**config.mk**
```make
export PLATFORM = sky130hd
export DESIGN_NAME = nes_flash_arbiter
export DESIGN_NICKNAME = d
export VERILOG_FILES = /design/src/rtl/nes_flash_arbiter.sv
export SDC_FILE = /design/constraint.sdc
export NUM_CORES = 1
export LEC_CHECK = 0
export CORE_MARGIN = 2
export CORE_UTILIZATION = 30
export CTS_CLUSTER_SIZE = 24
export DETAILED_ROUTE_END_ITERATION = 10
export DONT_BUFFER_PORTS = 1
export HOLD_SLACK_MARGIN = 0.02
export PLACE_DENSITY = 0.44
export SKIP_LAST_GASP = 1
export SYNTH_ARGS = -nofsm -noshare
export SYNTH_HDL_FRONTEND = slang
export SYNTH_SLANG_ARGS = --single-unit
export TNS_END_PERCENT = 20
```
**constraint.sdc**
```tcl
create_clock -name i_clk -period 1.93 [get_ports i_clk]
set_input_delay 0.2895 -clock i_clk [delete_from_list [all_inputs] [get_ports i_clk]]
set_output_delay 0.2895 -clock i_clk [all_outputs]
set_load 0.02 [all_outputs]
```
**src/rtl/nes_flash_arbiter.sv**
```systemverilog
// rtl/nes_flash_arbiter.sv - round-robin CPU/PPU arbiter and fixed-wait sequencer for the shared flash read port
module nes_flash_arbiter #(
    parameter int FL_WAIT = 4
) (
    input  logic        i_clk,
    input  logic        i_rst,
    input  logic        i_cpu_req,
    input  logic [22:0] i_cpu_addr,
    output logic        o_cpu_ack,
    output logic [7:0]  o_cpu_rdata,
    input  logic        i_ppu_req,
    input  logic [22:0] i_ppu_addr,
    output logic        o_ppu_ack,
    output logic [7:0]  o_ppu_rdata,
    output logic [22:0] o_fl_addr,
    output logic        o_fl_ce_n,
    output logic        o_fl_oe_n,
    input  logic [7:0]  i_fl_rdata,
    output logic        o_busy
);

    typedef enum logic [1:0] {
        ST_IDLE = 2'd0,
        ST_WAIT = 2'd1,
        ST_DONE = 2'd2
    } state_t;

    localparam logic       OWN_CPU  = 1'b0;
    localparam logic       OWN_PPU  = 1'b1;
    localparam logic [3:0] CNT_LOAD = 4'(FL_WAIT - 1);

    state_t      r_state;
    state_t      w_state_nxt;
    logic        r_owner;
    logic        r_last_grant;
    logic [3:0]  r_cnt;
    logic [22:0] r_fl_addr;
    logic        r_fl_ce_n;
    logic        r_fl_oe_n;
    logic        r_cpu_ack;
    logic        r_ppu_ack;
    logic [7:0]  r_cpu_rdata;
    logic [7:0]  r_ppu_rdata;

    logic        w_grant;
    logic        w_grant_owner;
    logic        w_access_end;

    // Ties go to whichever port did not win last; DONE never grants so a
    // requester that drops req on seeing ack cannot trigger a second access.
    always_comb begin
        w_state_nxt   = r_state;
        w_grant       = 1'b0;
        w_grant_owner = r_owner;
        w_access_end  = 1'b0;
        case (r_state)
            ST_IDLE: begin
                if (i_cpu_req && i_ppu_req) begin
                    w_grant       = 1'b1;
                    w_grant_owner = (r_last_grant == OWN_CPU) ? OWN_PPU : OWN_CPU;
                end else if (i_cpu_req) begin
                    w_grant       = 1'b1;
                    w_grant_owner = OWN_CPU;
                end else if (i_ppu_req) begin
                    w_grant       = 1'b1;
                    w_grant_owner = OWN_PPU;
                end
                if (w_grant) begin
                    w_state_nxt = ST_WAIT;
                end
            end
            ST_WAIT: begin
                if (r_cnt == 4'd0) begin
                    w_access_end = 1'b1;
                    w_state_nxt  = ST_DONE;
                end
            end
            ST_DONE: begin
                w_state_nxt = ST_IDLE;
            end
            default: begin
                w_state_nxt = ST_IDLE;
            end
        endcase
    end

    always_ff @(posedge i_clk) begin
        if (i_rst) begin
            r_state <= ST_IDLE;
        end else begin
            r_state <= w_state_nxt;
        end
    end

    always_ff @(posedge i_clk) begin
        if (i_rst) begin
            r_owner      <= OWN_CPU;
            r_last_grant <= OWN_PPU;
            r_cnt        <= 4'd0;
            r_fl_addr    <= 23'd0;
            r_fl_ce_n    <= 1'b1;
            r_fl_oe_n    <= 1'b1;
            r_cpu_ack    <= 1'b0;
            r_ppu_ack    <= 1'b0;
            r_cpu_rdata  <= 8'd0;
            r_ppu_rdata  <= 8'd0;
        end else begin
            r_cpu_ack <= 1'b0;
            r_ppu_ack <= 1'b0;
            if (w_grant) begin
                r_owner      <= w_grant_owner;
                r_last_grant <= w_grant_owner;
                r_fl_addr    <= (w_grant_owner == OWN_CPU) ? i_cpu_addr : i_ppu_addr;
                r_fl_ce_n    <= 1'b0;
                r_fl_oe_n    <= 1'b0;
                r_cnt        <= CNT_LOAD;
            end
            if ((r_state == ST_WAIT) && (r_cnt != 4'd0)) begin
                r_cnt <= r_cnt - 4'd1;
            end
            if (w_access_end) begin
                r_fl_ce_n <= 1'b1;
                r_fl_oe_n <= 1'b1;
                if (r_owner == OWN_CPU) begin
                    r_cpu_rdata <= i_fl_rdata;
                    r_cpu_ack   <= 1'b1;
                end else begin
                    r_ppu_rdata <= i_fl_rdata;
                    r_ppu_ack   <= 1'b1;
                end
            end
        end
    end

    assign o_cpu_ack   = r_cpu_ack;
    assign o_cpu_rdata = r_cpu_rdata;
    assign o_ppu_ack   = r_ppu_ack;
    assign o_ppu_rdata = r_ppu_rdata;
    assign o_fl_addr   = r_fl_addr;
    assign o_fl_ce_n   = r_fl_ce_n;
    assign o_fl_oe_n   = r_fl_oe_n;
    assign o_busy      = (r_state != ST_IDLE);

endmodule
```
Word-level counts from Yosys, hierarchy flattened
Cells that the tools add are included.
- bitwise gates (word level): 2
- $add $sub $neg: 1
- equality and inequality tests: 3
- reduce and logical (&&, ||, !) cells: 12
- multiplexer cells: 20
- operators by type and width (cell ; number):
    $mux W23 ; 1
    $mux W1 ; 14
    $mux W4 ; 2
    $reduce_and A2 Y1 ; 3
    $logic_not A4 Y1 ; 1
    $mux W2 ; 2
    $pmux W2 S2 ; 1
    $reduce_bool A2 Y1 ; 2
    $reduce_bool A4 Y1 ; 1
    $reduce_or A2 Y1 ; 2
    $sub A4 B1 Y4 const B ; 1
    $eq A2 B1 Y1 const B ; 1
    $logic_and A1 B1 Y1 ; 2
    $logic_not A2 Y1 ; 1
    $ne A2 B1 Y1 const B ; 1
    $ne A2 B2 Y1 const B ; 1
    $not A1 Y1 ; 2
- register bits after elaboration: 50
- output and inout port bits: 44
- logic and storage cells: 48

Longest topological paths before layout
Gate-level depths: netlist (run 1).
- depth in word-level cells: 7
- depth in mapped cells: 7

Least setup slack after synthesis (run 1)
OpenSTA, ideal clock, no wires.
- path type: register to register
- from: reg r_cnt[0]
- to: reg r_cnt[3]
- library setup time: 0.074 ns
- setup slack: 0.445 ns
- data required time: 1.856 ns
- stages on the path, launching flop included: 6
- path buffers: 0
- arrival: 1.410 ns
- cells stage by stage: dfxtp_1 -> inv_1 -> ha_1 -> or3b_4 -> a221o_1 -> a31oi_1
- word-level cells in the longest chain between the ends: 3
- elaborated cells between the ends (all ways): 5
- those cells by class: 1 x add/sub; 1 x mux; 3 x reduce/logical
- ends and longest elaborated chain (what ; RTL line ; source):
    from (decl) ; 36 ; logic [3:0] r_cnt;
    from (signal assigned) ; 119 ; r_cnt <= r_cnt - 4'd1;
    branches (longest 3 deep; another with $sub A4 B1 Y4) ; -- ;
Parallel ways; which one is timed is not known.
A chain may end at the register's enable or synchronous reset.

Worst setup path after layout (run 1)
Same ends and word-level chain as after synthesis.

==> results.toml, run 1 <==
[synthesis]
async_flop_share_pct = 0
synth_seq_cells = 50
synthesis.area_sq_um = 2430
yosysWarnings = 0
yosysUniqueCellTypes = 36
synth_edf_count = 0
syn_area_per_cell_sq_um = 8.78
synth_fp_nets = 336
ys_seq_area_share_pct = 41.2
syn_inst = 277
synth-main-ff-cell = "dfxtp_1"

[pwr]
p_leak_nw = 0.754
internal-power_w = 0.00158
p_sw_share_pct = 37.0
power_density_nw_per_um2 = 984
p_clk_share_pct = 25.4
seqPwrFrac_pct = 53.4
combinationalPowerShare_pct = 21.2
switchingPower_w = 0.000931
peakVddDrop_v = 0.000354
power.total_w = 0.00251

[timing]
hold_violations = 0
worst_pin_slew_ps = 612
slew_headroom_pct = 59.2
min_period_over_period_pct = 83.3
drv_slew = 0
max_freq_ghz = 0.622
finClkSkew_ps = 16.6
final-setup-viol-count = 0
rsz0062_at_grt = "no"
fin_ws_ps = 323
period_needed_ps = 1610
tns_ps = 0
hold_slack_ps = 36.8

[finish]
drive_above_1_share_pct = 9.88
fin_nets = 311
n_antenna_cell = 0
nFillCells = 840
area_growth_pct = 5.04

[setup_path]
worstSetupEndpoint = "r_cnt[3]"
reg2reg_from = "r_cnt[0]"
required_ps = 2160
critPathLaunch = "r_cnt[0]"
arrival_ps = 1840
end_kind = "flip-flop"
crit_path_start_kind = "flip-flop"
crit_type = "reg2reg"
r2r-end = "r_cnt[3]"
ff2ff_path_depth = 5
rrSetupSlack_ps = 320
critPathMaxFanout = 5

[drt]
routed_wl_mm = 7.52
dr.pass1.iters = 4
drt-initial-drc-count = 171
remaining_drc_errors = 0
vias = 2271
ant_nets = 0
wire_per_inst_um = 21.2
vias_per_cell = 6.40

[clocking]
cts-root-buf = "clkbuf_8"
cts_tree = "done"
clk_latency_ps = 310
cts_setup_buffers = 0
cts-buffers-inserted = 5
h-tree-depth = 2
cts-resized-gates = 0
cts_hold_buf = 0
clk_pin_slew_worst_paths_ps = 110
cts_num_sinks = 50
clockBufferDepth = 2

[floorplan]
die_h_um = 94.0
start_util_pct = 31.2
die_w_um = 94.0
fp.coreArea_sq_um = 7810
floorplan.die_area_sq_um = 8840
ios = 102
rows = 32

[min_path]
hold_path.class = "in2reg"

[grt]
grt_pass1_wl_mm = 11.8
grt_antenna_before_repair = 0
grt-ovfl-total = 0
grt_max_degree = 51
grt_usage_pct = 16.9
grt_pass1_vias = 2265

[placed_design]
dp.final_hpwl_mm = 4.60
gp_congestion = 0.762
pre_cts_ws_ps = 333
port_buffers = 0

[outcome]
status = "finished clean"

[job]
max_cap_viol_count = 0
-- layer usage --
layer	global-route usage [%]	wire length (um)	up-vias
li1	-	-	1072
met1	21.6	3270	1107
met2	28.5	3690	87
met3	4.09	488	5
met4	4.35	74	0
met5	0	0	-
-- power by group through the flow --
stage | Clock (W) | Combinational (W) | Sequential, W
5_1_grt | 0.000701 | 0.000605 | 0.00136
6_report | 0.000639 | 0.000533 | 0.00134
2_1_floorplan | 0 | 0.000453 | 0.00133
3_3_place_gp | 0 | 0.000529 | 0.00137
4_1_cts | 0.000663 | 0.000529 | 0.00135
3_5_place_dp | 0 | 0.000525 | 0.00137
-- through the flow --
stage	std cells	instance area [sq um]	utilization, %
floorplan	277	2430	-
global placement	346	2450	31.4
detailed placement	346	2450	31.4
CTS	354	2540	32.6
global route	355	2550	32.7
finish	355	2550	32.7
-- worst min-delay path by stage --
stage,from,endpoint,slack [ps],cells past startpoint
after floorplan,i_fl_rdata[0],o_cpu_rdata[0],440,2
after global placement,i_rst,o_cpu_rdata[4],370,1
after detailed placement,i_rst,o_ppu_rdata[4],370,1
after CTS,i_rst,o_ppu_rdata[4],30,1
after global routing,i_rst,o_ppu_rdata[0],20,1
final,i_rst,o_cpu_rdata[0],40,1
-- cell usage in the layout, fill, tap and decap left out, types with 2 or more instances in the layout --
| cell | n |
|---|---|
| dfxtp_1 | 50 |
| inv_1 | 4 |
| nand2_1 | 5 |
| nor2_1 | 2 |
| o31ai_1 | 16 |
| nand4_1 | 16 |
| buf_4 | 8 |
| nor4_1 | 25 |
| clkbuf_8 | 5 |
| a2111oi_0 | 46 |
| a221o_1 | 3 |
| inv_2 | 6 |
| a21oi_1 | 41 |
-- synthesized netlist by cell type (3+ instances only) --
library cell  instances  share of area, %
dfxtp_1              50                41
a2111oi_0            46                17
a21oi_1              41               8.4
nor4_1               25               6.4
clkbuf_1             24               3.7
nand4_1              16               4.1
o31ai_1              16               4.9
buf_2                15               3.1
inv_2                 6              0.93
nand2_1               5              0.77
inv_1                 4              0.62
a221o_1               3               1.2
nor2_1                3              0.46
-- critical path: stages (launching register included) --
cell     delay [ps]
dfxtp_1         340
inv_1            60
ha_1            200
or3b_4          420
a221o_1         360
a31oi_1         150
-- state kept, by name, indices dropped and copies added (netlist names) --
name and count:
r_cnt 4, r_owner 1, o_ppu_ack 1, o_cpu_rdata 8
r_state 2, o_fl_addr 23, o_fl_oe_n 1, o_ppu_rdata 8
r_last_grant 1, o_cpu_ack 1
-- cells by family (layout without fill, tap and decap cells) --
family,count (synthesis),in the layout,synth area share [%]
flip-flops,50,50,41.2
AO/OA/AOI/OAI,112,112,33.2
AND/OR/NAND/NOR,62,62,15.9
buffers and inverters,52,28,9.26
adder cells (fa/ha/maj),1,1,0.514
-- final cells by class --
class / instances / area [sq um] / share of cell area, %
flip-flops and latches: 50 / 1000 / 39.2
well taps: 102 / 128 / 5.00
inverters: 10 / 37.5 / 1.47
clock inverters: 3 / 21.3 / 0.833
repair buffers: 10 / 90.1 / 3.53
clock buffers: 5 / 68.8 / 2.69
multi-input cells: 175 / 1210 / 47.3
Note: power is estimated with default switching activity, not from simulation.
==> inputs of run 2 (changes only) <==
clock period = 1.6 ns   (was 1.93 ns; I/O delays follow)
==> run 2 against run 1 <==
Routed wire length rose by 3.1%. Maximum frequency rose by 2.0%. Combinational power rose by 30%. Count of clock-buffer cells in the layout rose by 1. Power rose by 25%.
==> results.toml, run 2 (synthesis gave the netlist of run 1 again) <==
[grt]
grt_pass1_wl_mm = 12.3
grt_antenna_before_repair = 0
grt_pass1_vias = 2269
grt-ovfl-total = 0
grt_max_degree = 49
grt_usage_pct = 17.6

[setup_path]
path_cells = "inv_1, ha_4, or3b_4, a221o_1, a31oi_1"
required_ps = 1830
arrival_ps = 1810
crit_type = "reg2reg"
crit_path_start_kind = "flip-flop"
critPathMaxFanout = 5
end_kind = "flip-flop"
critical_path.max_stage_delay_ps = 400
crit_slowest_cell = "or3b_4"

[outcome]
status = "finished clean"

[pwr]
combinationalPowerShare_pct = 22.1
p_sw_share_pct = 36.9
p_leak_nw = 0.778
peakVddDrop_v = 0.000394
seqPwrFrac_pct = 51.8
internal-power_w = 0.00198
power_density_nw_per_um2 = 1200
switchingPower_w = 0.00116
p_clk_share_pct = 26.1

[drt]
remaining_drc_errors = 0
wire_per_inst_um = 21.7
routed_wl_mm = 7.75
dr.pass1.iters = 4
ant_nets = 0
vias = 2309
drt-initial-drc-count = 188
vias_per_cell = 6.45

[clocking]
cts_num_sinks = 50
cts_tree = "done"
clk_latency_ps = 310
clockBufferDepth = 2
cts-buffers-inserted = 5
cts-root-buf = "clkbuf_8"
h-tree-depth = 2
clk_pin_slew_worst_paths_ps = 90
cts_setup_buffers = 0

[floorplan]
start_util_pct = 31.2
floorplan.die_area_sq_um = 8840
die_h_um = 94.0
rows = 32
ios = 102
fp.coreArea_sq_um = 7810
die_w_um = 94.0

[placed_design]
gp_congestion = 0.744
dp.final_hpwl_mm = 4.69
placed_area_sq_um = 2470
placedCellCount = 348
port_buffers = 0

[timing]
rsz0062_at_grt = "yes"
max_freq_ghz = 0.635
period_needed_ps = 1580
hold_slack_ps = 41.1
finClkSkew_ps = 15.4
drv_slew = 0
hold_violations = 0
final-setup-viol-count = 0
slew_headroom_pct = 62.9
min_period_over_period_pct = 98.5
worst_pin_slew_ps = 543

[finish]
drive_above_1_share_pct = 11.3
fin_nets = 314
largest_reg_flops = 23
stdcell_count = 358
post-route-cell-area_sq_um = 2620
layout_common_cells = "50 x dfxtp_1, 45 x a2111oi_0, 41 x a21oi_1"
n_antenna_cell = 0
final_util_pct = 33.5
area_growth_pct = 7.61
mostFrequentLayoutCell = "dfxtp_1"

[job]
max_cap_viol_count = 0

[min_path]
hold_path.class = "in2reg"
run 2: changes by cell type in the layout (fill, tap and decap cells not counted):
| cell | change |
|---|---|
| buf_4 | +2 |
| buf_12 | +1 |
| clkinv_2 | -1 |
| inv_2 | -1 |
| inv_6 | +2 |
| ha_4 | +1 |
| a2111oi_1 | +1 |
| clkinv_4 | -1 |
| clkbuf_8 | +1 |
| ha_1 | -1 |
| a2111oi_0 | -1 |
run 2: final timing paths:
path                            startpoint  cells past startpoint  slack, ps        end
worst max-delay path              r_cnt[0]                      5         20   r_cnt[3]
worst min-delay path                 i_rst                      1         40  o_fl_oe_n
worst max register to register    r_cnt[0]                      5         20   r_cnt[3]
worst min register to register    r_cnt[0]                      1        530   r_cnt[0]
run 2: area by class of cell:
type / count / area [sq um]
well taps: 102 / 128
clock inverters: 2 / 16.3
repair buffers: 13 / 125
multi-input cells: 175 / 1220
clock buffers: 6 / 82.6
flip-flops and latches: 50 / 1000
inverters: 10 / 42.5
fillers: 836 / 5190
run 2: what timing repair did:
action,in CTS,in global routing
endpoints found under the setup margin,2,9
resized for setup,1,4
pin swaps,0,0
hold buffers,2,0
endpoints found under the hold margin,48,0
cloned,0,0
run 2: metrics by stage:
| step | TNS (ps) | power (W) | setup WS, ps |
|---|---|---|---|
| after floorplan | 0 | 0.00215 | 115 |
| after global placement | 0 | 0.00229 | 58.8 |
| after detailed placement | -6.95 | 0.00229 | -6.95 |
| after CTS | -21.3 | 0.00315 | -21.3 |
| after global routing | -202 | 0.00332 | -70.8 |
| final | 0 | 0.00314 | 24.0 |
run 2: critical path: cells and delay by family (launching register included):
kind | cells | cell delay [ps]
compound gates | 2 | 510
fa+ha+maj | 1 | 160
buf+inv | 1 | 100
flops | 1 | 340
simple gates | 1 | 400
run 2: metal layers:
layer | vias to the layer above | global-route usage, % | share of wire (%)
met5 | - | 0 | 0
met4 | 0 | 4.71 | 0.98
met3 | 7 | 5.46 | 7.5
met2 | 91 | 27.9 | 47
met1 | 1122 | 23.2 | 44
li1 | 1089 | - | -
run 2: power groups by stage:
| stage | combinational, W | clock [W] | sequential [W] |
|---|---|---|---|
| after floorplan | 0.000546 | 0 | 0.00161 |
| after global placement | 0.000638 | 0 | 0.00166 |
| after detailed placement | 0.000640 | 0 | 0.00165 |
| after CTS | 0.000674 | 0.000851 | 0.00163 |
| after global routing | 0.000775 | 0.000904 | 0.00164 |
| final | 0.000693 | 0.000820 | 0.00162 |
